File: src/rtl/generic_fifo_reader.sv
// Consumer-side reader for generic_fifo: pops words with credit-based flow control
// and re-presents them as a valid/ready stream from a 3-entry elastic buffer.
module generic_fifo_reader #(
    parameter int unsigned GENERIC_FIFO_DATA_WIDTH = 32,
    parameter int unsigned XFER_COUNT_WIDTH        = 16
) (
    input  logic                               clk,
    input  logic                               reset_poweron,
    input  logic                               clear,
    input  logic                               read_enable,
    input  logic                               fifo_empty,
    output logic                               fifo_read,
    input  logic [GENERIC_FIFO_DATA_WIDTH-1:0] fifo_read_data,
    output logic                               out_valid,
    input  logic                               out_ready,
    output logic [GENERIC_FIFO_DATA_WIDTH-1:0] out_data,
    output logic [XFER_COUNT_WIDTH-1:0]        xfer_count,
    output logic                               busy
);

    logic [GENERIC_FIFO_DATA_WIDTH-1:0] buf_mem [0:2];
    logic [1:0]                         rd_ptr;
    logic [1:0]                         wr_ptr;
    logic [1:0]                         buf_cnt;
    logic                               inflight;
    logic                               pop;

    function automatic logic [1:0] ptr_next(input logic [1:0] p);
        return (p == 2'd2) ? 2'd0 : p + 2'd1;
    endfunction

    // Credit counts the word already requested, so a returning word always has a slot.
    always_comb begin
        fifo_read = ~reset_poweron & ~clear & read_enable & ~fifo_empty &
                    (({1'b0, buf_cnt} + {2'b00, inflight}) < 3'd3);
    end

    assign out_valid = (buf_cnt != 2'd0);
    assign out_data  = out_valid ? buf_mem[rd_ptr] : '0;
    assign pop       = out_valid & out_ready;
    assign busy      = out_valid | inflight;

    always_ff @(posedge clk) begin
        if (inflight && !clear && !reset_poweron) begin
            buf_mem[wr_ptr] <= fifo_read_data;
        end
    end

    always_ff @(posedge clk) begin
        if (reset_poweron) begin
            rd_ptr     <= '0;
            wr_ptr     <= '0;
            buf_cnt    <= '0;
            inflight   <= 1'b0;
            xfer_count <= '0;
        end else if (clear) begin
            // A handshake in the clearing cycle still completes and is counted.
            rd_ptr   <= '0;
            wr_ptr   <= '0;
            buf_cnt  <= '0;
            inflight <= 1'b0;
            if (pop) begin
                xfer_count <= xfer_count + 1'b1;
            end
        end else begin
            inflight <= fifo_read;
            if (inflight) begin
                wr_ptr <= ptr_next(wr_ptr);
            end
            if (pop) begin
                rd_ptr     <= ptr_next(rd_ptr);
                xfer_count <= xfer_count + 1'b1;
            end
            buf_cnt <= buf_cnt + {1'b0, inflight} - {1'b0, pop};
        end
    end

endmodule

File: config.mk
export PLATFORM = sky130hd
export DESIGN_NAME = generic_fifo_reader
export DESIGN_NICKNAME = d
export VERILOG_FILES = /design/src/rtl/generic_fifo_reader.sv
export SDC_FILE = /design/constraint.sdc
export NUM_CORES = 1
export LEC_CHECK = 0
export ABC_AREA = 1
export BUFFER_PORTS_ARGS = -buffer_cell sky130_fd_sc_hd__buf_2
export CAP_MARGIN = 30
export CORE_ASPECT_RATIO = 1.1
export CORE_MARGIN = 10
export CORE_UTILIZATION = 45
export CTS_CLUSTER_DIAMETER = 100
export DETAILED_ROUTE_END_ITERATION = 10
export HOLD_SLACK_MARGIN = 0.06
export PLACE_DENSITY_LB_ADDON = 0.05
export SYNTH_ARGS = -nofsm -noshare
export SYNTH_HDL_FRONTEND = slang
export SYNTH_SLANG_ARGS = --single-unit
File: constraint.sdc
create_clock -name clk -period 7.7 [get_ports clk]
set_input_delay 1.54 -clock clk [delete_from_list [all_inputs] [get_ports clk]]
set_output_delay 1.54 -clock clk [all_outputs]
set_load 0.02 [all_outputs]
==> impl_summary.md, run 1 <==
Floorplanning
The number of standard-cell rows in the floorplan is 40. The area of the die is 16100 um^2. For this configuration, the core starts out at a cell density of 46.5%. The height of the chip is 132 um. In this run the count of I/O pins placed on the die edge is 89. The core outline area is 11100 um^2. Measured along the x axis, the die boundary spans 122 um.

Clock network
The cell at the root of the clock tree is sky130_fd_sc_hd__clkbuf_16. TritonCTS built the clock tree. The clock passes through at most 2 buffers. The clock-pin slew of the registers on the worst-case setup and hold paths is 0.06 ns. The number of CTS-inserted buffers is 17. The sink count of the clock tree is 121. The later pin in the worst-skew pair is clocked with a latency of 0.41 ns. The cts-stage hold buffer count is 0. The number of setup buffers added after CTS is 0. The H-tree level count is 4. The post-CTS resize count is 0.

Place
Input and output buffers added on the ports amount to 88. The number of placed instances, taps included, is between 600 and 700. The pre-CTS setup slack is 3.57 ns. The final weighted congestion of routability-driven global placement is 0.769. Detailed placement finished with a half-perimeter wire length of between 6 and 7 mm.

Critical path
Across all register-to-register paths, the minimum setup slack is between 6 and 7 ns. In this run the critical register-to-register path is launched from inflight. For the worst setup path, the data required time is just over 6 ns.

The worst setup path is captured at an output pin. The type of origin of the critical path is a primary input. The terminus of the critical flop-to-flop path is buf_mem[0][17]. Data on the critical path arrives at its endpoint at 2.59 ns. In this run the worst path has a maximum fanout of 6. The critical path is of the primary input to output pin type.

The depth of the worst register-to-register path is 3.

Detailed routing
The detailed-route via count is around 3300. The detail route stage leaves a number of antenna-violating nets equal to 0. The number of remaining DRC errors is 0. After the first detailed-routing iteration, the DRC count stood at around 170. Dividing the detail-routed wire length by the instance count gives roughly 15 um. The length of the first detailed-routing pass in iterations is 4.

The final layout contains routed wiring with a total length of 10.4 mm. The mean number of vias per cell is 4.77.

Timing
The tightest hold margin is approximately 0.5 ns. The number of slew-limit violations in the final report is 0. The sum of negative setup slack is 0 ns. The remaining max-slew budget at the tightest pin is 40.7%. The upper clock frequency limit is roughly 0.24 GHz. The minimum setup slack in the final design is 3.57 ns. The worst clock skew on the final layout is 0.00694 ns. The transition time at the pin with the least slew margin is 0.890 ns. Setup repair after global routing left no endpoint under its margin. Counting I/O delays and the setup requirement, the final critical path takes 4.13 ns. Setup violations remaining at the end of the flow were counted as 0.

The final-report hold violation count is 0. The share of the cycle needed by the critical path after routing is approximately 54%.

Pwr
Summing internal, switching and leakage power gives between 1.5 and 2 mW. VDD sags by at most 0.000144 V. Of the total power, the clock network draws 50.7%. In this run the power spent charging and discharging nets is about 280 uW. The analysis attributes to cell leakage a power of 2.88 nW. Cell internal power was estimated by the tool at 1.23 mW. Net switching is 18.5% of the power.

The areal power density over the cells is ~240 nW/um^2. The proportion of power drawn by combinational gates is 2.4%. The share of total power dissipated in sequential elements is 46.8%.

Global route
For this run the aggregate overflow at the end of global routing stands at 0. For met1 alone, demand over resource in global routing was 15.1%. The routing layer with the top usage in global route is met2. The overall global routing resource usage is 13.3%. The number of antenna violations at the first check in global routing is 1. Global routing consumed, on the met3 layer, under 10% of the routing resources. The largest net degree at the start of global routing is 39. The first global-routing pass estimated 16.7 mm of wire. The routing usage on met2 is between 20 and 25%. The number of global-route vias before repair came to 3361.

Synth
The sequential element share of the synthesized area is around two thirds. The cell count after synthesis is between 400 and 500. The Yosys warning count is 0. The number of distinct library cell variants in the gate-level netlist after synthesis is 33. The average cell area after synthesis is 11.6 um^2.

The post-synthesis register bit count is 121. The number of nets produced by synthesis is 485. In this run the cell area of the synthesized design comes to slightly above 5000 um^2.

Layout
Leaving out fill and tap cells, the most frequent cells in the layout are 96 x sky130_fd_sc_hd__edfxtp_1, 88 x sky130_fd_sc_hd__buf_2, 87 x sky130_fd_sc_hd__inv_1. The number of antenna diodes in the final layout is 0. The final layout contains 582 nets. The leading cell type in the layout, fill and taps excluded is sky130_fd_sc_hd__edfxtp_1.

In the final layout, the share of cells above drive strength 1 is 29.1%. Relative to the synthesized area, the layout overhead comes to 24.0%. The number of standard cells in the layout, taps in and fillers out is 700.

Flow run
The tool flagged a number of max-cap violations equal to 0.

Min path
The class of the worst hold path is register to register. The worst hold path cell count is 2. The sink of the worst hold path is xfer_count[6]. In this run the most critical hold path is launched from xfer_count[6].

Run status
The flow ran to the end, and the final reports show no timing, DRC or antenna violations.
## area by class of cell
cell class / instances / area, um^2
Timing Repair Buffer: 94 / 543
Tap cell: 147 / 184
Sequential cell: 121 / 3390
Multi-Input combinational cell: 218 / 1360
Inverter: 88 / 330
Fill cell: 943 / 4680
Clock buffer: 22 / 454
Clock inverter: 10 / 126
## flip-flops by register name, summed over array words and instances (netlist names), named ones only
signal      cells
wr_ptr          2
inflight        1
rd_ptr          2
buf_mem        96
xfer_count     16
buf_cnt         2
## how the worst max path moves through the flow
stage	startpoint	endpoint	slack, ns	cells after the start
floorplan	clear	buf_mem[2][0]	3.07	3
global placement	reset_poweron	fifo_read	3.59	5
detailed placement	reset_poweron	fifo_read	3.57	5
CTS	reset_poweron	fifo_read	3.56	5
global route	reset_poweron	fifo_read	3.46	5
finish	reset_poweron	fifo_read	3.57	5
## stage by stage
step	utilization [%]	area (um^2)
final	57.7	6380
after global routing	57.7	6380
after CTS	57.7	6380
after detailed placement	52.4	5800
after global placement	51.7	5710
after floorplan	-	5150
## worst max-delay path, stage by stage
cell	delay, ns
sky130_fd_sc_hd__buf_2	0.13
sky130_fd_sc_hd__nor2_1	0.29
sky130_fd_sc_hd__nand2_1	0.11
sky130_fd_sc_hd__a2111oi_0	0.28
sky130_fd_sc_hd__buf_2	0.24
## cell usage after synthesis, drive strengths merged
master	n	area, um^2
dfxtp	25	500
ha	4	50.1
inv	88	330
and2	1	6.26
o21ai	39	195
and3	1	6.26
a21oi	40	200
xor2	1	8.76
edfxtp	96	2880
buf	9	70.1
o21bai	1	7.51
clkbuf	7	26.3
o22ai	2	12.5
nor2	34	166
nor3	2	10.0
o211a	2	20.0
mux2	32	360
a211oi	2	15.0
xnor2	2	17.5
nand3	7	47.6
nand4	2	12.5
nand2	43	176
a2111oi	2	17.5
nand3b	1	7.51
## routing by layer
metal  wire (um)  vias to the layer above
met5          13                        -
met1        4460                     1557
li1            -                     1691
met4         141                        2
met2        5140                       76
met3         638                       15
## power groups by stage
stage	clock, mW	sequential [mW]	combinational (mW)
finish	0.769	0.709	0.0371
global route	0.815	0.708	0.0419
CTS	0.783	0.709	0.0379
detailed placement	0	0.722	0.0378
global placement	0	0.722	0.0354
floorplan	0	0.721	0.0167
## logic make-up after synthesis
kind of cell               share of synthesized area [%]
buffers and inverters                               8.29
xor gates and xnor gates                           0.511
muxes                                               7.00
DFF                                                 65.7
adders and majority gates                          0.972
and+or+nand+nor                                     8.41
AOI/OAI and AO/OA                                   9.09
(Power assumes the default switching activity.)
==> run 2, diff against run 1 <==
==> constraint.sdc (replaced) <==
create_clock -name clk -period 3.4 [get_ports clk]
set_input_delay 0.68 -clock clk [delete_from_list [all_inputs] [get_ports clk]]
set_output_delay 0.68 -clock clk [all_outputs]
set_load 0.02 [all_outputs]
==> run 2 against run 1 <==
Against the previous run:
- global-route usage shrank 0.075 points
- via count grew 1.5%
- clock skew decreased by 0.0010 ns
- final cell count grew 0.14%
- flip-flop and latch count stayed put
- critical endpoint is now out_data[13]
==> impl_summary.md, run 2 (synthesis results as in run 1) <==
Min path
The class of the worst hold path is primary input to register (was register to register). The startpoint of the tightest hold check path is fifo_empty (was xfer_count[6]). The sink of the worst hold path is inflight (was xfer_count[6]). The worst hold path cell count is 2 (unchanged).

Floorplanning
The height of the chip is 132 um (unchanged). The number of primary I/O pins is 89 (unchanged). The horizontal die dimension was 122 um (unchanged). The number of standard-cell rows in the floorplan came to 40 (unchanged). The core outline area is 11100 um^2 (unchanged).

The starting density of the core is 46.5% (unchanged). The area of the die is 16100 um^2 (unchanged).

Layout
Largest registers in the final layout: buf_mem x96, xfer_count x16 (unchanged). Most used cells in the layout excluding fill and tap cells: 96 x sky130_fd_sc_hd__edfxtp_1, 88 x sky130_fd_sc_hd__buf_2, 87 x sky130_fd_sc_hd__inv_1 (unchanged). The final antenna diode count is 0 (unchanged). The number of nets in the layout came to 583 (was 582). The leading cell type in the layout, fill and taps excluded is sky130_fd_sc_hd__edfxtp_1 (unchanged). The proportion of layout cells with a drive suffix above 1 was 29.2% (was 29.1%). The flip-flop count of the largest register after layout is 96 (unchanged). The synthesis-to-finish area growth is 22.9% (was 24.0%). The top register by number of flip-flops is buf_mem (unchanged).

Detailed routing
The average routed wire per standard cell was 14.8 um (was 14.9 um). The number of DRC markers in iteration 0 is 156 (was 167). The number of nets still failing antenna checks after routing is 0 (unchanged).

The total wire length is 10.4 mm (about the same). The detailed-route via count is 3391 (was 3341). The length of the first detailed-routing pass in iterations came to 4 (unchanged). The mean number of vias per cell is 4.84 (was 4.77). The number of remaining DRC errors is 0 (unchanged).

Timing
The final-report hold violation count is 0 (unchanged). The transition time at the pin with the least slew margin is 0.807 ns (was 0.890 ns). The tightest hold margin is 0.466 ns (was 0.497 ns). Subtracting the final worst setup slack from the clock period gives 2.78 ns. The share of the cycle needed by the critical path after routing is between 80% and 90%. Timing would allow up to approximately 0.36 GHz. RSZ-0062 raised after global routing: false (unchanged).

The remaining max-slew budget at the tightest pin is 46.2% (was 40.7%). The count of final setup violators is 0 (unchanged). The number of slew-limit violations in the final report is 0 (unchanged). The worst clock skew on the final layout is 0.00593 ns (was 0.00694 ns). The sum of negative setup slack is 0 ns (unchanged).

Pwr
The maximum vdd drop was 0.000285 V (was 0.000144 V). The static leakage is 2.86 nW (was 2.88 nW). The areal power density over the cells is 540 nW/um^2 (was 237 nW/um^2).

Global route
The number of antenna violations at the first check in global routing is 0 (was 1). The overall global routing resource usage is 13.2% (was 13.3%). The global-route wire length before repair is 16.8 mm (was 16.7 mm).

The leftover overflow at the end of global routing is 0 (unchanged). The number of global-route vias before repair is 3396 (was 3361). The largest net degree at the start of global routing was 39 (unchanged).

Critical path
The largest driver fanout on the critical path is 32 (was 6). The type of origin of the critical path is a register (was primary input). The category of the most critical setup path is register to output pin (was primary input to output pin).

The data required time of the critical path is 2.72 ns (was 6.16 ns). The sort of element at the end of the critical path is an output pin (unchanged). The slack of the worst reg-to-reg path is 1.59 ns (was 6.10 ns).

The arrival time reported for the critical path endpoint is 2.10 ns (was 2.59 ns). The depth of the worst register-to-register path is 9 (was 3). The reg-to-reg critical path startpoint is buf_cnt[1] (was inflight). The terminus of the critical flop-to-flop path is buf_cnt[1] (was buf_mem[0][17]).

Flow run
The number of maximum-capacitance violations is 0 (unchanged).

Clock network
The cts-stage hold buffer count is 0 (unchanged). The number of CTS-inserted buffers is 17 (unchanged). The cell at the root of the clock tree is sky130_fd_sc_hd__clkbuf_16 (unchanged). The clock-pin slew of the registers on the worst-case setup and hold paths is 0.05 ns (was 0.06 ns). The deepest clock path buffer count is 2 (unchanged). The TritonCTS clock tree is built (unchanged). The number of buffers added for setup after CTS is 0 (unchanged).

The H-tree level count is 4 (unchanged). The post-CTS resize count is 0 (unchanged). The sink count of the clock tree is 121 (unchanged).

The clock latency on the worst-skew pair came to 0.40 ns (was 0.41 ns).

Place
The HPWL reported at the end of detailed placement is 7.09 mm (was 6.92 mm). The number of buffers inserted by port buffering is 88 (unchanged). The final weighted congestion of routability-driven global placement came to 0.773 (was 0.769).

Run status
Status: completed (unchanged).
-- run 2: critical path, cell delays in order (launching register included) --
cell and delay, ns:
sky130_fd_sc_hd__dfxtp_2 0.85, sky130_fd_sc_hd__mux2_1 0.38, sky130_fd_sc_hd__o21ai_0 0.25, sky130_fd_sc_hd__inv_1 0.07, sky130_fd_sc_hd__buf_2 0.16
-- run 2: per-stage QoR --
stage	instance area, um^2	worst slack (ns)	std cells	utilization, %	total power [mW]
after floorplan	5150	0.502	443	-	1.67
after global placement	5760	0.789	669	52.0	1.72
after detailed placement	5760	0.692	669	52.0	1.72
after CTS	6330	0.529	701	57.2	3.46
after global routing	6330	0.461	701	57.2	3.54
final	6330	0.616	701	57.2	3.42
-- run 2: metal layers --
metal  GRT usage [%]  share of wire (%)  up-vias
li1                -                  -     1694
met4            4.71               0.98        0
met1            15.7                 42     1611
met2            21.4                 51       76
met5               0                  0        -
met3            4.76                5.8       10
-- run 2: area by class of cell --
class / count / area (um^2)
Timing Repair Buffer: 95 / 493
Clock inverter: 10 / 128
Multi-Input combinational cell: 218 / 1360
Fill cell: 981 / 4730
Sequential cell: 121 / 3390
Tap cell: 147 / 184
Clock buffer: 22 / 444
Inverter: 88 / 330
-- run 2: worst max-delay path by stage --
| stage | start | to | slack, ns |
|---|---|---|---|
| after floorplan | clear | buf_mem[0][0] | 0.50 |
| after global placement | reset_poweron | buf_mem[0][3] | 0.79 |
| after detailed placement | reset_poweron | buf_mem[1][4] | 0.69 |
| after CTS | register | out_data[27] | 0.53 |
| after global routing | register | out_data[24] | 0.46 |
| final | register | out_data[13] | 0.62 |
-- run 2: power by group --
group | switching, mW | internal, mW
combinational | 0.0524 | 0.0318
sequential | 0.00376 | 1.60
clock | 0.587 | 1.14
total | 0.643 | 2.78
